===== src/rtl/kan_coeff_loader.sv =====
// Streams a spline-coefficient + knot image into one KAN PE memory, checking framing and knot order.
// Latency: each accepted word is written to the PE one cycle after its handshake; done coincides with the final write.
// Backpressure: s_ready is registered, high only while loading; it drops on error, completion or abort.
module kan_coeff_loader #(
  parameter int DATA_WIDTH      = 16,
  parameter int COEFF_WIDTH     = 16,
  parameter int GRID_SIZE       = 8,
  parameter int NUM_INPUTS      = 4,
  parameter int BRAM_ADDR_WIDTH = 9
) (
  input  logic                       clk,
  input  logic                       rst_n,
  input  logic                       start,
  input  logic                       abort,
  input  logic                       s_valid,
  output logic                       s_ready,
  input  logic [DATA_WIDTH-1:0]      s_data,
  input  logic                       s_last,
  output logic [BRAM_ADDR_WIDTH-1:0] coeff_addr,
  output logic                       coeff_we,
  output logic [COEFF_WIDTH-1:0]     coeff_data_in,
  output logic                       pe_hold,
  output logic                       busy,
  output logic                       done,
  output logic                       error,
  output logic                       knot_order_err,
  output logic [15:0]                checksum
);

  // Image geometry: coefficient block, then one knot segment per input.
  localparam int CW    = NUM_INPUTS * GRID_SIZE;
  localparam int KW    = NUM_INPUTS * (GRID_SIZE + 4);
  localparam int TOT   = CW + KW;
  localparam int SEG   = GRID_SIZE + 4;
  localparam int SEG_W = $clog2(SEG);

  localparam logic [BRAM_ADDR_WIDTH-1:0] COEFF_LAST = BRAM_ADDR_WIDTH'(CW - 1);
  localparam logic [BRAM_ADDR_WIDTH-1:0] IMG_LAST   = BRAM_ADDR_WIDTH'(TOT - 1);
  localparam logic [SEG_W-1:0]           SEG_LAST   = SEG_W'(SEG - 1);

  typedef enum logic [2:0] {
    S_IDLE,
    S_COEFF,
    S_KNOT,
    S_DONE,
    S_ERR
  } state_t;

  state_t                     state, next_state;
  logic                       beat;        // word accepted this cycle
  logic                       load_start;  // a load (re)starts this cycle
  logic                       knot_dec;    // current knot is below its predecessor
  logic [BRAM_ADDR_WIDTH-1:0] word_cnt;
  logic [SEG_W-1:0]           seg_pos;     // position of the current knot inside its segment
  logic [DATA_WIDTH-1:0]      prev_knot;

  // A word arriving in the same cycle as abort is dropped.
  assign beat = s_valid & s_ready & ~abort;

  // State register.
  always_ff @(posedge clk or negedge rst_n) begin
    if (!rst_n) state <= S_IDLE;
    else        state <= next_state;
  end

  // Next-state decode: abort wins, then framing checks on each beat.
  always_comb begin
    next_state = state;
    load_start = 1'b0;
    knot_dec   = (state == S_KNOT) && (seg_pos != '0) && (s_data < prev_knot);
    if (abort) begin
      next_state = S_IDLE;
    end else begin
      case (state)
        S_IDLE: begin
          if (start) begin
            next_state = S_COEFF;
            load_start = 1'b1;
          end
        end
        S_COEFF, S_KNOT: begin
          if (beat) begin
            if (word_cnt == IMG_LAST)
              next_state = s_last ? S_DONE : S_ERR;
            else if (s_last)
              next_state = S_ERR;
            else if ((state == S_COEFF) && (word_cnt == COEFF_LAST))
              next_state = S_KNOT;
          end
        end
        S_DONE: next_state = S_IDLE;
        S_ERR: begin
          if (start) begin
            next_state = S_COEFF;
            load_start = 1'b1;
          end
        end
        default: next_state = S_IDLE;
      endcase
    end
  end

  // Registered outputs, write port and per-load bookkeeping.
  always_ff @(posedge clk or negedge rst_n) begin
    if (!rst_n) begin
      s_ready        <= 1'b0;
      pe_hold        <= 1'b0;
      busy           <= 1'b0;
      done           <= 1'b0;
      error          <= 1'b0;
      knot_order_err <= 1'b0;
      checksum       <= '0;
      coeff_we       <= 1'b0;
      coeff_addr     <= '0;
      coeff_data_in  <= '0;
      word_cnt       <= '0;
      seg_pos        <= '0;
      prev_knot      <= '0;
    end else begin
      s_ready  <= (next_state == S_COEFF) || (next_state == S_KNOT);
      pe_hold  <= (next_state != S_IDLE);
      busy     <= (next_state != S_IDLE);
      done     <= (next_state == S_DONE);
      coeff_we <= beat;
      if (beat) begin
        coeff_addr    <= word_cnt;
        coeff_data_in <= COEFF_WIDTH'(s_data);
      end
      if (load_start) begin
        word_cnt       <= '0;
        seg_pos        <= '0;
        prev_knot      <= '0;
        checksum       <= '0;
        error          <= 1'b0;
        knot_order_err <= 1'b0;
      end else if (beat) begin
        word_cnt <= word_cnt + BRAM_ADDR_WIDTH'(1);
        checksum <= checksum + 16'(s_data);
        if (state == S_KNOT) begin
          prev_knot <= s_data;
          seg_pos   <= (seg_pos == SEG_LAST) ? '0 : seg_pos + SEG_W'(1);
          if (knot_dec) knot_order_err <= 1'b1;
        end
      end
      if (next_state == S_ERR) error <= 1'b1;
    end
  end

endmodule


===== config.mk =====
export PLATFORM = sky130hd
export DESIGN_NAME = kan_coeff_loader
export DESIGN_NICKNAME = d
export VERILOG_FILES = /design/src/rtl/kan_coeff_loader.sv
export SDC_FILE = /design/constraint.sdc
export NUM_CORES = 1
export LEC_CHECK = 0
export BUFFER_PORTS_ARGS = -buffer_cell sky130_fd_sc_hd__buf_2
export CAP_MARGIN = 20
export CORE_MARGIN = 2
export CORE_UTILIZATION = 30
export DETAILED_ROUTE_END_ITERATION = 16
export PLACE_DENSITY = 0.51
export SYNTH_ARGS = -nofsm -noshare
export SYNTH_HDL_FRONTEND = slang
export SYNTH_SLANG_ARGS = --single-unit

===== constraint.sdc =====
create_clock -name clk -period 2.25 [get_ports clk]
set_input_delay 0.1125 -clock clk [delete_from_list [all_inputs] [get_ports clk]]
set_output_delay 0.1125 -clock clk [all_outputs]
set_load 0.005 [all_outputs]

; ---- Word level (Yosys, flattened, before mapping)
; Cells that the tools add are included.
[totals]
reg_bits = 79
inputBits = 22
out_inout_bits = 48
elab_cells = 73
[classes]
n_reduce_logical = 15
eq_ne = 10
add_sub_neg = 3
order_cmp = 1
n_bitwise = 3
mux = 28
[ops]
columns = op, count
row1 = $mux W16, 5
row2 = $mux W3, 7
row3 = $mux W9, 2
row4 = $add A16 B16 Y16, 1
row5 = $lt A16 B16 Y1, 1
row6 = $mux W4, 4
row7 = $add A9 B1 Y9 const B, 1
row8 = $eq A3 B2 Y1 const B, 3
row9 = $eq A9 B5 Y1 const B, 1
row10 = $eq A9 B7 Y1 const B, 1
row11 = $mux W1, 9
row12 = $reduce_bool A2 Y1, 4
row13 = $eq A3 B1 Y1 const B, 2
row14 = $eq A3 B3 Y1 const B, 2
row15 = $pmux W3 S2, 1
row16 = $add A4 B1 Y4 const B, 1
row17 = $eq A4 B4 Y1 const B, 1
row18 = $reduce_bool A4 Y1, 1
row19 = $reduce_or A2 Y1, 2
row20 = $logic_and A1 B1 Y1, 3
row21 = $logic_not A3 Y1, 1
row22 = $reduce_and A3 Y1, 1
row23 = $reduce_bool A3 Y1, 1
row24 = $and A1 B1 Y1, 2
row25 = 3 further kinds, 3

; ---- Logic depth before layout (Yosys ltp)
[depth]
ltp_word = 10
ltp_mapped = 10
depth_no_buf = 10

; ---- Worst setup path before layout
; OpenSTA, ideal clock, no wires.
[synth_path]
path_type = reg2reg
from = register checksum[0]
to = register checksum[12]
period_less_slack_ns = 2.249
path_slack_ns = 0.001
t_arrival_ns = 2.128
stages_incl_launch_ff = 10
setup_ns = 0.122
path_buffers = 0
required_ns = 2.128
cell_sequence = dfrtp_1 -> ha_1 -> inv_1 -> fa_1 -> nor2b_4 -> o31a_1 -> o311ai_2 -> a31oi_1 -> or3_1 -> a32o_1
[synth_between]
elab_chain_len = 3
[synth_lines]
columns = element, line_no
row1 = from (decl), 27  ; output logic [15:0] checksum
row2 = from (signal assigned), 138  ; checksum <= checksum + 16'(s_data);
row3 = $add A16 B16 Y16, 138
row4 = $mux W16, 136  ; end else if (beat) begin
row5 = $mux W16, 129  ; if (load_start) begin
; No other way between the ends. The select of a mux whose other input is x is not followed.
; A chain may end at the register's enable or synchronous reset.

; ---- Worst setup path after layout
; Same ends and word-level chain as after synthesis.

==> impl_results.md <==
- IO Pins: 70
- Fin Clk Skew: roughly 6.8 ps
- Post-Synth XOR/XNOR Area: around 4.2%
- Final nets: between 500 and 600
- Final core occ: roughly 38%
- Adder-cell share of the synthesized area: 10.3%
- Tcrit/Tclk final: 98.7%
- Starting density of the core: between 30% and 40%
- Met2 usage: between 20% and 30%
- CTS Sinks: between 70 and 80
- Status: complete, no violations
- Routed wire length per instance: 14.9 um
- Synth async-reset ratio: 100%
- # diodes: 0
- Yosys warning count: 0
- Die area: 0.0150 sq mm
- First-pass GRT wire length: ~17 mm
- Max-Cap Viols: 0
- Global placer's final weighted congestion: between 0.8 and 0.9
- Met3 GRT Util: 3.21%
- Post-synth top flop: dfrtp_1
- Cts bufs inserted: 9
- Post-route total power: between 3 and 4 mW
- WP buf/inv: 1
- Share of layout cells above drive strength 1: a little under a quarter
- Pin count of the biggest net entering global routing: between 40 and 50
- Hold Crit Class: in -> reg
- Mapped Area: between 0.004 and 0.005 sq mm
- Dpl hpwl: roughly 7.4 mm
- Min-delay src: abort
- Post-synth top area cell: dfrtp_1
- Row cnt: 43
- Worst reg2reg startpoint: checksum[0]$_DFFE_PN0P_
- Pwr dens: ~680 mW/mm^2
- I/O Buffers: 69
- Cell family with most CP delay: compound AO/OA/AOI/OAI gates
- Setup tns final: 0 ps
- Area contributors post-synth: dfrtp_1, ha_1, nand2_1, a22o_1, inv_1
- Most common cell in the netlist: nand2_1
- Syn_area_per_cell: just under 10 sq um
- Initial antenna violation count: 0
- Pins Over Slew Limit: 0
- Top cells by count, synth: nand2_1, dfrtp_1, ha_1
- Syn_nets: 491
- Synth Area in Compound Gates: between 15 and 20%
- Post-synthesis sequential area ratio: around 47%
- Crit path DAT: between 2000 and 2500 ps
- Max-slew headroom: between 20% and 30%
- CP max stage cell: dfrtp_1
- Die width: roughly 120 um
- EDFF count, synth: 0
- Grt total ovfl: 0
- Register area: about 0.0020 sq mm
- Peak VDD IR: 357 uV
- FMAX: about 0.45 GHz
- CP cell instances: ha_2, inv_2, fa_2, nor2b_4, o31a_1, o311ai_2, a31oi_1, or3_1, a32o_1
- Worst-Margin Slew: 1080 ps
- Area of the multi-input gates: about 0.0021 sq mm
- Post-synth cell types: 56
- Iter 0 DRT Violations: 127
- Clk buf depth: 2
- Post-DR vias/cell: between 4 and 5
- Clk slew on worst S/H paths: about 60 ps
- Detailed Route WL: about 10 mm
- Leakage: roughly 2.7 nW
- RSZ-0062 raised after global routing: true
- Origin of the worst setup path: checksum[0]$_DFFE_PN0P_
- CP Launch Type: register
- Setup CP Type: reg -> reg
- Largest family of logic cells by synthesized area: compound AO/OA/AOI/OAI gates
- CP required: 2480 ps
- Final Setup Violations: 0
- Via count: roughly 3400
- Post-synthesis simple-gate area fraction: roughly 17%
- Area grow syn2layout: 22.9%
- M1 GR Usage: approximately a fifth
- Post-synth top area share: around 47%
- Max FO, Critical Path: 2
- Post-layout min period: 2220 ps
- DR DRC count: 0
- Fin. Hold Viols: 0
- Synth Instances: 435
- Worst path max stage delay: around 380 ps
- Busiest grt layer: met2
- GRT Util Overall: between 15 and 20%
- Post-synthesis mux area share: less than 1%
- Crit end category: register
- H-Tree Depth: 3
- Clock Tree Root: clkbuf_16
- DR pass1 iterations: 4
- Die span in y: approximately 120 um
- Core ar.: 0.0138 sq mm
- Post-route ant nets: 0
- Vias in the first global route: about 3400
- Skew-Pair Late Insertion Delay: about 340 ps
- Filler instances: about 1400
- Yosys reg bits: about 80
- CTS tree: built
-- where the power goes --
group          switching (mW)  total, mW  internal (mW)
logic                   0.324      0.597          0.273
clock network           0.552       1.31          0.755
registers              0.0641       1.59           1.53
-- kinds of logic (layout without fill, tap and decap cells) --
family / count (synthesis) / in the layout
and+or+nand+nor: 155 / 155
AOI/OAI and AO/OA: 100 / 100
DFF: 79 / 79
buffers and inverters: 45 / 132
adders and majority gates: 34 / 34
xor gates and xnor gates: 20 / 20
muxes: 2 / 2
-- through the flow --
stage / setup WS, ps / std cells / instance area [sq um] / hold slack [ps]
3_3_place_gp: -36.7 / 686 / 4870 / 112
4_1_cts: -2.70 / 700 / 5140 / 17.7
5_1_grt: -118 / 702 / 5170 / 27.0
2_1_floorplan: 0.802 / 435 / 4210 / -183
6_report: 29.2 / 702 / 5170 / 27.8
3_5_place_dp: -59.1 / 686 / 4870 / 116
-- worst reg2reg max path, cell delays in order (launching register included) --
cell and delay (ps):
dfrtp_1 380, ha_2 180, inv_2 60, fa_2 230, nor2b_4 50, o31a_1 260
o311ai_2 260, a31oi_1 130, or3_1 320, a32o_1 240
-- final timing paths --
kind                                                      end  slack (ps)  depth (start not counted)
worst min-delay path                       state[2]$_DFF_PN0_          30                          2
worst max register to register       checksum[12]$_DFFE_PN0P_          30                          9
worst max-delay path                 checksum[12]$_DFFE_PN0P_          30                          9
max in group asynchronous       coeff_data_in[15]$_DFFE_PN0P_        1350                          3
worst min register to register  coeff_data_in[14]$_DFFE_PN0P_         470                          2
min in group asynchronous                      busy$_DFF_PN0_         290                          2
-- layout make-up --
cell class | instances | share of cell area, %
Multi-Input combinational cell | 311 | 40.4
Clock buffer | 11 | 4.69
Timing Repair Buffer | 90 | 10.1
Clock inverter | 2 | 0.193
Tap cell | 180 | 4.35
Sequential cell | 79 | 38.2
Inverter | 29 | 2.10
-- cell usage in the layout (no fill, tap or decap), types with 3 or more instances in the layout --
master and instances:
buf_4 20, a22o_1 28, clkbuf_16 9, or3_1 3, and3_1 6, a21oi_1 18, o21ai_2 3, a21o_1 8
nand3_1 8, nand2_1 91, inv_1 27, nor2_1 23, buf_2 68, a31oi_1 4, xor2_1 11, ha_1 31
dfrtp_1 79, nor3_1 4, o21ai_0 13, xnor2_1 9, nor2b_1 3, nand4_1 3
-- metal layers --
| layer | vias up | part of all wire (%) |
|---|---|---|
| met5 | - | 0 |
| met3 | 14 | 4.1 |
| met4 | 0 | 2.4 |
| met1 | 1619 | 49 |
| li1 | 1669 | - |
| met2 | 61 | 44 |
-- flip-flops by register name, summed over array words and instances, names as in the netlist, 3 cells and up --
| register | flops |
|---|---|
| prev_knot | 16 |
| coeff_addr | 9 |
| coeff_data_in | 16 |
| checksum | 16 |
| state | 3 |
| word_cnt | 9 |
| seg_pos | 4 |
-- what timing repair did --
item	in CTS	in global routing
hold buffers	1	0
gates resized for setup	3	6
setup buffers	0	2
pin swaps	3	10
hold endpoints to repair	33	0
endpoints found under the setup margin	1	6
No activity file was read; power rests on OpenSTA's default activity.
